--- src/rtl/riscv_pkg.sv ---
// Shared RV32 fetch types: word widths, default boot address and the queue entry layout.
package riscv_pkg;

    localparam int XLEN    = 32;
    localparam int INSTR_W = 32;

    localparam logic [XLEN-1:0] DEFAULT_RESET_PC = 32'h0000_0000;

    typedef struct packed {
        logic [XLEN-1:0]    pc;
        logic [INSTR_W-1:0] instr;
    } fetch_entry_t;

    localparam int ENTRY_W = $bits(fetch_entry_t);

    // Fetch addresses are always word aligned; the low two bits are dropped.
    function automatic logic [XLEN-1:0] align_pc(input logic [XLEN-1:0] addr);
        return {addr[XLEN-1:2], 2'b00};
    endfunction

endpackage

--- src/rtl/fetch_queue_if.sv ---
// Bundle of the fetch queue's memory, consumer and redirect signals.
interface fetch_queue_if
    import riscv_pkg::*;
#(
    parameter int DEPTH = 4
);
    localparam int CNT_W = $clog2(DEPTH) + 1;

    logic [XLEN-1:0]    imem_addr;
    logic [INSTR_W-1:0] imem_data;
    logic               out_valid;
    logic               out_ready;
    logic [INSTR_W-1:0] out_instr;
    logic [XLEN-1:0]    out_pc;
    logic               redirect;
    logic [XLEN-1:0]    redirect_pc;
    logic [CNT_W-1:0]   count;

    modport master (
        output imem_addr,
        input  imem_data,
        output out_valid,
        input  out_ready,
        output out_instr,
        output out_pc,
        input  redirect,
        input  redirect_pc,
        output count
    );

    modport slave (
        input  imem_addr,
        output imem_data,
        input  out_valid,
        output out_ready,
        input  out_instr,
        input  out_pc,
        output redirect,
        output redirect_pc,
        input  count
    );

endinterface

--- src/rtl/fetch_queue_sync_fifo.sv ---
// Register-based circular FIFO with flush; head entry is readable combinationally from storage.
module sync_fifo #(
    parameter int DEPTH = 4,
    parameter int WIDTH = 64,
    localparam int PTR_W = $clog2(DEPTH),
    localparam int CNT_W = PTR_W + 1
) (
    input  logic             clk,
    input  logic             rst,
    input  logic             push,
    input  logic             pop,
    input  logic             flush,
    input  logic [WIDTH-1:0] wr_data,
    output logic [WIDTH-1:0] rd_data,
    output logic [CNT_W-1:0] count,
    output logic             full,
    output logic             empty
);

    logic [WIDTH-1:0] mem_q [DEPTH];
    logic [PTR_W-1:0] wr_ptr_q, wr_ptr_d;
    logic [PTR_W-1:0] rd_ptr_q, rd_ptr_d;
    logic [CNT_W-1:0] count_q, count_d;
    logic             do_push;
    logic             do_pop;
    logic [DEPTH-1:0] entry_we;

    assign full    = (count_q == CNT_W'(DEPTH));
    assign empty   = (count_q == '0);
    // A pop never frees a slot for a push in the same cycle: full blocks the push outright.
    assign do_push = push && !flush && !full;
    assign do_pop  = pop  && !flush && !empty;

    always_comb begin
        wr_ptr_d = wr_ptr_q;
        rd_ptr_d = rd_ptr_q;
        count_d  = count_q;
        if (flush) begin
            wr_ptr_d = '0;
            rd_ptr_d = '0;
            count_d  = '0;
        end else begin
            if (do_push) wr_ptr_d = wr_ptr_q + PTR_W'(1);
            if (do_pop)  rd_ptr_d = rd_ptr_q + PTR_W'(1);
            if (do_push && !do_pop)      count_d = count_q + CNT_W'(1);
            else if (do_pop && !do_push) count_d = count_q - CNT_W'(1);
        end
    end

    always_ff @(posedge clk) begin
        if (rst) begin
            wr_ptr_q <= '0;
            rd_ptr_q <= '0;
            count_q  <= '0;
        end else begin
            wr_ptr_q <= wr_ptr_d;
            rd_ptr_q <= rd_ptr_d;
            count_q  <= count_d;
        end
    end

    generate
        for (genvar gi = 0; gi < DEPTH; gi++) begin : g_we
            assign entry_we[gi] = do_push && (wr_ptr_q == PTR_W'(gi));
        end
    endgenerate

    // Storage is cleared on reset so the head reads zero until the first push.
    always_ff @(posedge clk) begin
        if (rst) begin
            for (int i = 0; i < DEPTH; i++) mem_q[i] <= '0;
        end else begin
            for (int i = 0; i < DEPTH; i++) begin
                if (entry_we[i]) mem_q[i] <= wr_data;
            end
        end
    end

    assign rd_data = mem_q[rd_ptr_q];
    assign count   = count_q;

endmodule

--- src/rtl/fetch_queue.sv ---
// Instruction prefetch queue: sequential PC generation into a FIFO, flushed and restarted on redirect.
module fetch_queue
    import riscv_pkg::*;
#(
    parameter int              DEPTH    = 4,
    parameter logic [XLEN-1:0] RESET_PC = DEFAULT_RESET_PC
) (
    input  logic         clk,
    input  logic         rst,
    fetch_queue_if.master bus
);

    localparam int CNT_W = $clog2(DEPTH) + 1;

    logic [XLEN-1:0]  fetch_pc_q, fetch_pc_d;
    logic             push;
    logic             pop;
    logic             full;
    logic             empty;
    logic [CNT_W-1:0] fifo_count;
    fetch_entry_t     wr_entry;
    fetch_entry_t     rd_entry;

    // Redirect wins over everything except reset; it discards the queue and suppresses push/pop.
    always_comb begin
        push           = !full && !bus.redirect;
        pop            = !empty && bus.out_ready && !bus.redirect;
        wr_entry.pc    = fetch_pc_q;
        wr_entry.instr = bus.imem_data;
        fetch_pc_d     = fetch_pc_q;
        if (bus.redirect)  fetch_pc_d = align_pc(bus.redirect_pc);
        else if (push)     fetch_pc_d = fetch_pc_q + 32'd4;
    end

    always_ff @(posedge clk) begin
        if (rst) fetch_pc_q <= RESET_PC;
        else     fetch_pc_q <= fetch_pc_d;
    end

    sync_fifo #(
        .DEPTH (DEPTH),
        .WIDTH (ENTRY_W)
    ) u_fifo (
        .clk     (clk),
        .rst     (rst),
        .push    (push),
        .pop     (pop),
        .flush   (bus.redirect),
        .wr_data (wr_entry),
        .rd_data (rd_entry),
        .count   (fifo_count),
        .full    (full),
        .empty   (empty)
    );

    assign bus.imem_addr = fetch_pc_q;
    assign bus.out_valid = !empty;
    assign bus.out_instr = rd_entry.instr;
    assign bus.out_pc    = rd_entry.pc;
    assign bus.count     = fifo_count;

endmodule

--- src/flat_wrapper.sv ---
// flat-port wrapper written by rule: the top's interface ports become plain ports
module fetch_queue_flat import riscv_pkg::*;
#(
    parameter int              DEPTH    = 4,
    parameter logic [XLEN-1:0] RESET_PC = DEFAULT_RESET_PC
)
  (clk, rst, bus_imem_addr, bus_imem_data, bus_out_valid, bus_out_ready, bus_out_instr, bus_out_pc, bus_redirect, bus_redirect_pc, bus_count);
  fetch_queue_if #(.DEPTH(DEPTH)) bus_i ();
  input  logic clk;
  input  logic rst;
  output wire logic [$bits(bus_i.imem_addr)-1:0] bus_imem_addr;
  input wire logic [$bits(bus_i.imem_data)-1:0] bus_imem_data;
  output wire logic [$bits(bus_i.out_valid)-1:0] bus_out_valid;
  input wire logic [$bits(bus_i.out_ready)-1:0] bus_out_ready;
  output wire logic [$bits(bus_i.out_instr)-1:0] bus_out_instr;
  output wire logic [$bits(bus_i.out_pc)-1:0] bus_out_pc;
  input wire logic [$bits(bus_i.redirect)-1:0] bus_redirect;
  input wire logic [$bits(bus_i.redirect_pc)-1:0] bus_redirect_pc;
  output wire logic [$bits(bus_i.count)-1:0] bus_count;
  assign bus_imem_addr = bus_i.imem_addr;
  assign bus_i.imem_data = bus_imem_data;
  assign bus_out_valid = bus_i.out_valid;
  assign bus_i.out_ready = bus_out_ready;
  assign bus_out_instr = bus_i.out_instr;
  assign bus_out_pc = bus_i.out_pc;
  assign bus_i.redirect = bus_redirect;
  assign bus_i.redirect_pc = bus_redirect_pc;
  assign bus_count = bus_i.count;
  fetch_queue #(.DEPTH(DEPTH), .RESET_PC(RESET_PC)) u_core (.clk(clk), .rst(rst), .bus(bus_i));
endmodule
--- config.mk ---
export PLATFORM = sky130hd
export DESIGN_NAME = fetch_queue_flat
export DESIGN_NICKNAME = d
export VERILOG_FILES = /design/src/rtl/riscv_pkg.sv /design/src/rtl/fetch_queue_if.sv /design/src/rtl/fetch_queue_sync_fifo.sv /design/src/rtl/fetch_queue.sv /design/src/flat_wrapper.sv
export SDC_FILE = /design/constraint.sdc
export NUM_CORES = 1
export LEC_CHECK = 0
export ABC_AREA = 1
export CORE_MARGIN = 1
export CORE_UTILIZATION = 47
export CTS_BUF_LIST = sky130_fd_sc_hd__clkbuf_4 sky130_fd_sc_hd__clkbuf_8 sky130_fd_sc_hd__clkbuf_16
export DETAILED_ROUTE_END_ITERATION = 7
export DONT_BUFFER_PORTS = 1
export PLACE_DENSITY = 0.76
export SYNTH_ARGS = -nofsm -noshare
export SYNTH_HDL_FRONTEND = slang
export SYNTH_SLANG_ARGS = --single-unit
export TNS_END_PERCENT = 10
--- constraint.sdc ---
create_clock -name clk -period 2.9 [get_ports clk]
set_input_delay 0.29 -clock clk [delete_from_list [all_inputs] [get_ports clk]]
set_output_delay 0.29 -clock clk [all_outputs]
set_load 0.03 [all_outputs]
Word level (Yosys, flattened, before mapping):

Memories as Yosys holds them, arrays and structs flattened. A register that Yosys moved wholly into a read port is not among the register bits.
Index checks and enable logic that the tools add are counted.

* shifts and indexed selects: 0
* add/sub/neg operators: 5
* multiplexer cells: 24
* divide/modulo/power cells: 0
* equality and inequality tests: 4
* multipliers: 0
* bitwise logic cells: 4
* $lt $le $gt $ge: 0
* reduce and logical (&&, ||, !) cells: 23

Operator list (count)
* $mux 64: 4
* $mux 32: 2
* $add 32x3->32 const B: 1
* $mux 1: 14
* $logic_and 1x1->1: 13
* $mux 3: 2
* $logic_not 1->1: 5
* $add 2x1->2 const B: 2
* $eq 2x2->1 const B: 2
* $mux 2: 2
* $or 1x1->1: 4
* $reduce_bool 2->1: 2
* $add 3x1->3 const B: 1
* $eq 3x3->1 const B: 1
* $logic_not 3->1: 1
* $sub 3x1->3 const B: 1
* $eq 2x1->1 const B: 1
* $logic_not 2->1: 1
* $reduce_or 2->1: 1

* memory bits (read-only): 0
* latch bits: 0
* memories kept: 1
* memory bits (writable): 256
* word-level logic and storage cells: 66
* register bits after elaboration: 39

Memory list
* u_core.u_fifo.mem_q: words 4, width 64, rd ports 1, clocked after memory_dff 1, write ports 4, RTL line fetch_queue_sync_fifo.sv:20 `logic [WIDTH-1:0] mem_q [DEPTH];`

Longest topological paths before layout:

Gate-level depths: netlist of the first run.

* depth after elaboration: 10
* mapped depth: 13

By module:

From an unflattened synthesis of the first run, not the netlist that was laid out.

* cell total of the unflattened synthesis: 1423
* area, all modules: 13731.9 sq um

By module, submodules not included
* sync_fifo: area an instance 11497.3 sq um, cells an instance 1043, seq. area each 7867.5 sq um, instances 1
* fetch_queue: area an instance 2234.6 sq um, cells an instance 380, seq. area each 600.6 sq um, instances 1

Worst setup path after synthesis of the first run:

No wires, ideal clock.

* path type: reg2reg
* start point: reg u_core.u_fifo.count_q[0], in the netlist u_core.u_fifo.count[0]
* end point: mem u_core.u_fifo.mem_q[2][0] (enable)
* cell stages (with the launch flop): 9
* library setup time: 422 ps
* arrival: 2604 ps
* path buffers: 2
* slack: -126 ps
* required time: 2478 ps
* period minus slack after synthesis: 3026 ps
* cell sequence: dfxtp_1 -> nor2_1 -> nand2_2 -> buf_6 -> nand2_4 -> inv_6 -> buf_6 -> nand2_1 -> nand2_1

RTL lines
* start, declared: RTL line fetch_queue_sync_fifo.sv:23 `logic [CNT_W-1:0] count_q, count_d;`
* start signal, assigned: RTL line fetch_queue_sync_fifo.sv:58 `count_q <= count_d;`
* end, declared: RTL line fetch_queue_sync_fifo.sv:20

==> results of run 1 <==
per-stage QoR:
| step | cell area (um^2) | hold slack, ps | TNS [ps] | total power [mW] | utilization |
|---|---|---|---|---|---|
| floorplan | 13100 | 436 | -23380 | 5.58 | - |
| global placement | 13900 | 355 | 0 | 5.89 | 0.512 |
| detailed placement | 13900 | 356 | 0 | 5.91 | 0.512 |
| CTS | 15500 | 0.561 | 0 | 9.73 | 0.570 |
| global route | 15500 | 32.9 | 0 | 9.97 | 0.570 |
| finish | 15500 | 14.0 | 0 | 9.69 | 0.570 |
state kept, by name, summed over array words and instances (netlist names), named ones only:
name                    cells
u_core.u_fifo.wr_ptr_q      2
u_core.bus.imem_addr       30
u_core.u_fifo.rd_ptr_q      2
u_core.u_fifo.mem_q       248
u_core.u_fifo.count         3
per-layer routing:
layer | track usage | up-vias | routed length [um]
li1 | - | 4673 | -
met5 | 0 | - | 0
met4 | 0.0776 | 0 | 1030
met2 | 0.403 | 470 | 16600
met3 | 0.0443 | 67 | 3070
met1 | 0.300 | 4740 | 13300
worst min-delay path, delay by kind of cell:
kind                   cells  cell delay [ps]
and+or+nand+nor            1              130
AOI/OAI and AO/OA          1               80
buffers and inverters      1               30
synth_stat cells:
| cell type | n |
|---|---|
| sky130_fd_sc_hd__a211oi_1 | 1 |
| sky130_fd_sc_hd__a21oi_1 | 30 |
| sky130_fd_sc_hd__a21oi_2 | 3 |
| sky130_fd_sc_hd__a22oi_1 | 2 |
| sky130_fd_sc_hd__a31oi_1 | 5 |
| sky130_fd_sc_hd__buf_2 | 6 |
| sky130_fd_sc_hd__buf_4 | 34 |
| sky130_fd_sc_hd__buf_6 | 3 |
| sky130_fd_sc_hd__clkbuf_1 | 36 |
| sky130_fd_sc_hd__clkbuf_2 | 1 |
| sky130_fd_sc_hd__conb_1 | 1 |
| sky130_fd_sc_hd__dfxtp_1 | 39 |
| sky130_fd_sc_hd__edfxtp_1 | 248 |
| sky130_fd_sc_hd__fa_1 | 1 |
| sky130_fd_sc_hd__ha_1 | 6 |
| sky130_fd_sc_hd__inv_1 | 81 |
| sky130_fd_sc_hd__inv_2 | 6 |
| sky130_fd_sc_hd__inv_6 | 1 |
| sky130_fd_sc_hd__nand2_1 | 111 |
| sky130_fd_sc_hd__nand2_2 | 14 |
| sky130_fd_sc_hd__nand2_4 | 3 |
| sky130_fd_sc_hd__nand3_1 | 24 |
| sky130_fd_sc_hd__nand3_2 | 1 |
| sky130_fd_sc_hd__nand3_4 | 4 |
| sky130_fd_sc_hd__nor2_1 | 416 |
| sky130_fd_sc_hd__nor2_2 | 10 |
| sky130_fd_sc_hd__nor2_4 | 9 |
| sky130_fd_sc_hd__nor3_1 | 2 |
| sky130_fd_sc_hd__nor3_2 | 1 |
| sky130_fd_sc_hd__nor3b_1 | 1 |
| sky130_fd_sc_hd__nor3b_2 | 1 |
| sky130_fd_sc_hd__o21a_1 | 1 |
| sky130_fd_sc_hd__o21ai_0 | 156 |
| sky130_fd_sc_hd__o21ai_1 | 1 |
| sky130_fd_sc_hd__o22ai_1 | 62 |
| sky130_fd_sc_hd__xor2_1 | 11 |
power groups by stage:
stage	logic, mW	registers [mW]	clock network (mW)
global placement	0.918	4.97	0
CTS	1.01	4.89	3.83
detailed placement	0.934	4.98	0
finish	1.01	4.89	3.78
global route	1.08	4.91	3.97
floorplan	0.627	4.95	0
cells by family (layout without fill, tap and decap cells):
family | Yosys count | after routing | synth area share
buffers and inverters | 168 | 277 | 0.0605
xor gates and xnor gates | 11 | 11 | 0.00734
AOI/OAI and AO/OA | 261 | 261 | 0.107
and+or+nand+nor | 597 | 597 | 0.191
DFF | 287 | 287 | 0.627
other | 1 | 4 | 0.000286
adders and majority gates | 7 | 7 | 0.00724
cell type report:
cell class              count  area share
flip-flops and latches    287       0.532
multi-input cells         880       0.268
repair buffers            135      0.0853
clock buffers              37      0.0519
well taps                 372      0.0301
inverters                  88      0.0217
clock inverters            17      0.0112
worst max-delay path by stage:
stage | startpoint | to | slack (ps) | depth (start not counted)
floorplan | u_core.u_fifo.count[0]$_SDFFE_PP0P_ | u_core.u_fifo.mem_q[1][0]$_SDFFCE_PN0P_ | -130 | 8
global placement | u_core.u_fifo.count[0]$_SDFFE_PP0P_ | u_core.u_fifo.count[2]$_SDFFE_PP0P_ | 620 | 11
CTS | flop | bus_out_instr[24] | 140 | 3
detailed placement | u_core.u_fifo.count[0]$_SDFFE_PP0P_ | u_core.u_fifo.count[2]$_SDFFE_PP0P_ | 590 | 11
global route | flop | bus_out_instr[22] | 20 | 3
finish | flop | bus_out_instr[24] | 140 | 3
==> flow_metrics.py, run 1 <==
metrics = {
    "yosys": {
        "synth_area_mm2": 0.0131,
        "synthTopCellsByArea": "sky130_fd_sc_hd__edfxtp_1 57%, sky130_fd_sc_hd__nor2_1 12%, sky130_fd_sc_hd__dfxtp_1 5.9%, sky130_fd_sc_hd__o21ai_0 5.9%, sky130_fd_sc_hd__nand2_1 3.2%",
        "post_synth_num_cell_types": 36,
        "synth_top_cell_area_share": 0.567,
        "synth.largest_area_cell": "sky130_fd_sc_hd__edfxtp_1",
        "ys_seq_area_frac": 0.627,
        "synth_seq_cells": 287,
        "syn-mean-instance-area_um2": 9.86,
        "synth_cells": 1332,
        "number_of_warnings_printed_during_yosys_synthesis": 0,
    },
    "run": {
        "maxCapViolations": 0,
    },
    "global_routing": {
        "antenna_found_initial": 0,
        "grt_pass1_vias": 9750,
        "wire_length_of_the_first_global_routing_pass_mm": 52.0,
        "grt_usage": 0.235,
        "globalRouteOverflowTotal": 0,
        "pin_count_of_the_biggest_net_entering_global_routing": 77,
    },
    "worst_setup_path": {
        "crit_fanout": 49,
        "critPathRequiredTime_ps": 2610,
        "critPathCaptureType": "output pin",
        "critPathTopFamily": "compound AO/OA/AOI/OAI gates",
        "critPathSlowestCell": "sky130_fd_sc_hd__dfxtp_4",
        "timing.critical_path.cells": "buf_4 -> o21ai_0 -> o22ai_1",
        "crit_path_max_incr_delay_ps": 590,
        "regToRegEndpoint": "u_core.u_fifo.count[2]$_SDFFE_PP0P_",
        "worst-endpoint-arrival_ps": 2470,
        "setup.worst_path.class": "flop to output pin",
        "startpoint_type": "flop",
        "timing.critical_path.buf_inv": 1,
        "worstReg2RegStart": "u_core.u_fifo.count[0]$_SDFFE_PP0P_",
        "timing.reg2reg.worst_path_depth": 11,
        "r2r_setup_slack_ps": 540,
    },
    "die": {
        "die_width_um": 169,
        "die_area_mm2": 0.0286,
        "fp.dieH_um": 169,
        "core_mm2": 0.0272,
        "num_rows": 60,
        "pin_count": 168,
        "start_util": 0.483,
    },
    "placed_design": {
        "preCtsSetupSlack_ps": 588,
        "dpl.cell_count": 1704,
        "numPortBuffers": 0,
        "place.detailed.hpwl_mm": 20.5,
        "globalplace.congestion": 0.938,
    },
    "sta": {
        "finalSetupViolations": 0,
        "slew_headroom": 0.315,
        "final.min_clock_period_ps": 2760,
        "postLayoutSetupSlackWorst_ps": 136,
        "final.setup_skew_ps": 15.7,
        "final-max-slew-violation-count": 0,
        "timing_worst_slew_pin_value_ps": 1020,
        "timing.final.hold_violations": 0,
        "period_share": 0.953,
        "max_clock_freq_mhz": 362,
        "rsz_0062_raised_after_global_routing": "false",
    },
    "cts": {
        "cts.root.buffer_cell": "sky130_fd_sc_hd__clkbuf_16",
        "total_cts_buffers": 30,
        "clkTransAtPathRegs_ps": 60,
        "hold_buffers": 58,
        "h-tree-depth": 1,
        "cts_resized": 0,
        "max_root_sink_buffers": 3,
        "clkSinkCount": 287,
        "post-cts-setup-buffer-count": 0,
        "clk-insertion-delay-late_ps": 570,
        "tritoncts": "done",
    },
    "pwr": {
        "p_clk_frac": 0.390,
        "pwr_density_cell_mw_per_mm2": 626,
        "seqPwrFrac": 0.505,
        "p_leak_nw": 5.92,
        "internal_power_mw": 7.26,
        "irDropWorstVdd_mv": 0.396,
        "power_frac_comb": 0.105,
        "p_switching_mw": 2.43,
        "power.switching_fraction": 0.251,
    },
    "layout": {
        "areaGrowthSynthToFinish_pct": 17.9,
        "final-seq-area_mm2": 0.00823,
        "multi_input_comb_area_mm2": 0.00415,
        "fin_nets": 1497,
        "commonest_non_fill_non_tap_cell_in_the_layout": "sky130_fd_sc_hd__nor2_1",
        "layout_common_cells": "416 x sky130_fd_sc_hd__nor2_1, 248 x sky130_fd_sc_hd__edfxtp_1, 156 x sky130_fd_sc_hd__o21ai_0, 107 x sky130_fd_sc_hd__nand2_1, 79 x sky130_fd_sc_hd__inv_1",
        "insertedDiodeCount": 0,
        "fillCellCount": 2270,
        "fin_cells": 1816,
        "post_route_cells_drive_above_1_share": 0.126,
    },
    "min_path": {
        "classification_of_the_worst_slack_hold_path": "input port to flop",
        "min_from": "bus_redirect",
        "hold_path_depth": 3,
        "min_to": "u_core.u_fifo.wr_ptr_q[1]$_SDFFE_PP0N_",
    },
    "route": {
        "route.vias.total": 9950,
        "via_to_cell_ratio": 5.48,
        "routed_wl_mm": 34.0,
        "post_drt_wl_per_cell_um": 18.7,
        "drtPass1Iterations": 6,
        "detail-route-antenna-nets": 0,
        "detail_route.drc_violations": 0,
        "initialDrtViolationCount": 934,
    },
    "outcome": {
        "run_status": "completed",
    },
}
Note: power is estimated with default switching activity, not from simulation.
==> run 2: changes to the inputs <==
- clock period: 2.9 -> 2.5 ns (I/O delays scaled with it)
==> flow_metrics.py, run 2 (same netlist as run 1, synthesis figures left out) <==
metrics = {
    "worst_setup_path": {
        "timing.reg2reg.worst_path_depth": 11,
        "crit_fanout": 124,
        "setup.worst_path.class": "flop to output pin",
        "r2r_setup_slack_ps": 190,
        "critPathCaptureType": "output pin",
        "regToRegEndpoint": "u_core.u_fifo.count[2]$_SDFFE_PP0P_",
        "worstReg2RegStart": "u_core.u_fifo.count[0]$_SDFFE_PP0P_",
        "startpoint_type": "flop",
        "critPathRequiredTime_ps": 2250,
        "worst-endpoint-arrival_ps": 2160,
    },
    "sta": {
        "final-max-slew-violation-count": 0,
        "rsz_0062_raised_after_global_routing": "false",
        "fin_setup_tns_ps": 0,
        "finalSetupViolations": 0,
        "final.min_clock_period_ps": 2410,
        "max_clock_freq_mhz": 415,
        "worst_hold_slack_ps": 39.6,
        "timing.final.hold_violations": 0,
        "postLayoutSetupSlackWorst_ps": 92.8,
        "timing_worst_slew_pin_value_ps": 1090,
        "slew_headroom": 0.272,
        "final.setup_skew_ps": 13.7,
        "period_share": 0.963,
    },
    "cts": {
        "clkTransAtPathRegs_ps": 60,
        "tritoncts": "done",
        "clk-insertion-delay-late_ps": 560,
        "h-tree-depth": 1,
        "post-cts-setup-buffer-count": 0,
        "cts.root.buffer_cell": "sky130_fd_sc_hd__clkbuf_16",
        "clkSinkCount": 287,
        "total_cts_buffers": 30,
        "max_root_sink_buffers": 3,
    },
    "layout": {
        "areaGrowthSynthToFinish_pct": 20.1,
        "postLayoutCellArea_mm2": 0.0158,
        "fillCellCount": 2305,
        "fin_nets": 1529,
        "commonest_non_fill_non_tap_cell_in_the_layout": "sky130_fd_sc_hd__nor2_1",
        "fin_cells": 1850,
        "max_reg_flops": 248,
        "post_route_cells_drive_above_1_share": 0.149,
        "insertedDiodeCount": 0,
        "registers.top_by_ff_count": "u_core.u_fifo.mem_q",
        "final_util": 0.580,
        "layout_common_cells": "416 x sky130_fd_sc_hd__nor2_1, 248 x sky130_fd_sc_hd__edfxtp_1, 156 x sky130_fd_sc_hd__o21ai_0, 107 x sky130_fd_sc_hd__nand2_1, 91 x sky130_fd_sc_hd__buf_4",
    },
    "route": {
        "routed_wl_mm": 34.3,
        "drtPass1Iterations": 7,
        "detail-route-antenna-nets": 0,
        "detail_route.drc_violations": 0,
        "route.vias.total": 10004,
        "via_to_cell_ratio": 5.41,
        "post_drt_wl_per_cell_um": 18.6,
        "initialDrtViolationCount": 929,
    },
    "min_path": {
        "min_to": "u_core.bus.imem_addr[4]$_SDFFE_PP0P_",
        "classification_of_the_worst_slack_hold_path": "input port to flop",
        "min_from": "bus_redirect_pc[4]",
        "hold_path_depth": 2,
    },
    "global_routing": {
        "grt_pass1_vias": 10185,
        "pin_count_of_the_biggest_net_entering_global_routing": 125,
        "grt_usage": 0.242,
        "wire_length_of_the_first_global_routing_pass_mm": 53.6,
        "globalRouteOverflowTotal": 0,
        "antenna_found_initial": 1,
    },
    "die": {
        "pin_count": 168,
        "fp.dieH_um": 169,
        "core_mm2": 0.0272,
        "die_width_um": 169,
        "num_rows": 60,
        "die_area_mm2": 0.0286,
        "start_util": 0.483,
    },
    "pwr": {
        "design_power_total_mw": 11.3,
        "pwr_density_cell_mw_per_mm2": 719,
        "irDropWorstVdd_mv": 0.588,
        "p_leak_nw": 6.10,
    },
    "placed_design": {
        "detailed_place.area_mm2": 0.0141,
        "dpl.cell_count": 1731,
        "numPortBuffers": 0,
        "preCtsSetupSlack_ps": 246,
        "globalplace.congestion": 0.930,
        "place.detailed.hpwl_mm": 20.9,
    },
    "outcome": {
        "run_status": "completed",
    },
    "run": {
        "maxCapViolations": 0,
    },
}
run 2: cell count changes in the layout (fill, tap and decap cells not counted), moves of 2 or more:
cell | previous run | this run
sky130_fd_sc_hd__buf_4 | 64 | 91
sky130_fd_sc_hd__bufinv_16 | 3 | 1
sky130_fd_sc_hd__clkbuf_4 | 7 | 12
sky130_fd_sc_hd__clkbuf_8 | 0 | 3
sky130_fd_sc_hd__clkinv_1 | 10 | 2
sky130_fd_sc_hd__clkinvlp_4 | 0 | 2
sky130_fd_sc_hd__dlygate4sd3_1 | 58 | 62
run 2: how the worst max path moves through the flow:
stage	slack (ps)	end	from
CTS	10	u_core.u_fifo.count[2]$_SDFFE_PP0P_	bus_redirect
global route	20	u_core.u_fifo.count[2]$_SDFFE_PP0P_	u_core.u_fifo.count[1]$_SDFFE_PP0P_
floorplan	-530	u_core.u_fifo.mem_q[1][0]$_SDFFCE_PN0P_	u_core.u_fifo.count[0]$_SDFFE_PP0P_
finish	90	bus_out_pc[19]	flop
global placement	260	u_core.u_fifo.count[2]$_SDFFE_PP0P_	u_core.u_fifo.count[1]$_SDFFE_PP0P_
detailed placement	250	u_core.u_fifo.count[2]$_SDFFE_PP0P_	u_core.u_fifo.count[0]$_SDFFE_PP0P_
run 2: report_power, final:
| part | total (mW) | internal, mW | switching, mW |
|---|---|---|---|
| clock network | 4.43 | 2.60 | 1.83 |
| registers | 5.63 | 5.48 | 0.151 |
| logic | 1.28 | 0.411 | 0.865 |
run 2: layer usage:
metal  up-vias  part of all wire  GRT usage
met5         -           0.00055          0
li1       4736                 -          -
met2       412              0.50      0.428
met4         2             0.021     0.0689
met1      4793              0.40      0.296
met3        61             0.084     0.0532
run 2: critical path: stages (launching register included):
cell                      delay [ps]
sky130_fd_sc_hd__dfxtp_4         380
sky130_fd_sc_hd__buf_16          320
sky130_fd_sc_hd__o21ai_0         190
sky130_fd_sc_hd__o22ai_1         330
sky130_fd_sc_hd__buf_4           230
run 2: final cells by class:
class | instances | area [um^2] | share of cell area
inverters | 88 | 338 | 0.0214
clock buffers | 46 | 907 | 0.0575
clock inverters | 10 | 81.3 | 0.00516
well taps | 372 | 465 | 0.0295
repair buffers | 167 | 1580 | 0.100
multi-input cells | 880 | 4160 | 0.264
flip-flops and latches | 287 | 8240 | 0.522
run 2: timing repair:
| item | CTS | global route |
|---|---|---|
| hold buffers | 63 | 0 |
| endpoints found under the setup margin | 1 | 5 |
| hold endpoints to repair | 164 | 0 |
| resized for setup | 1 | 4 |
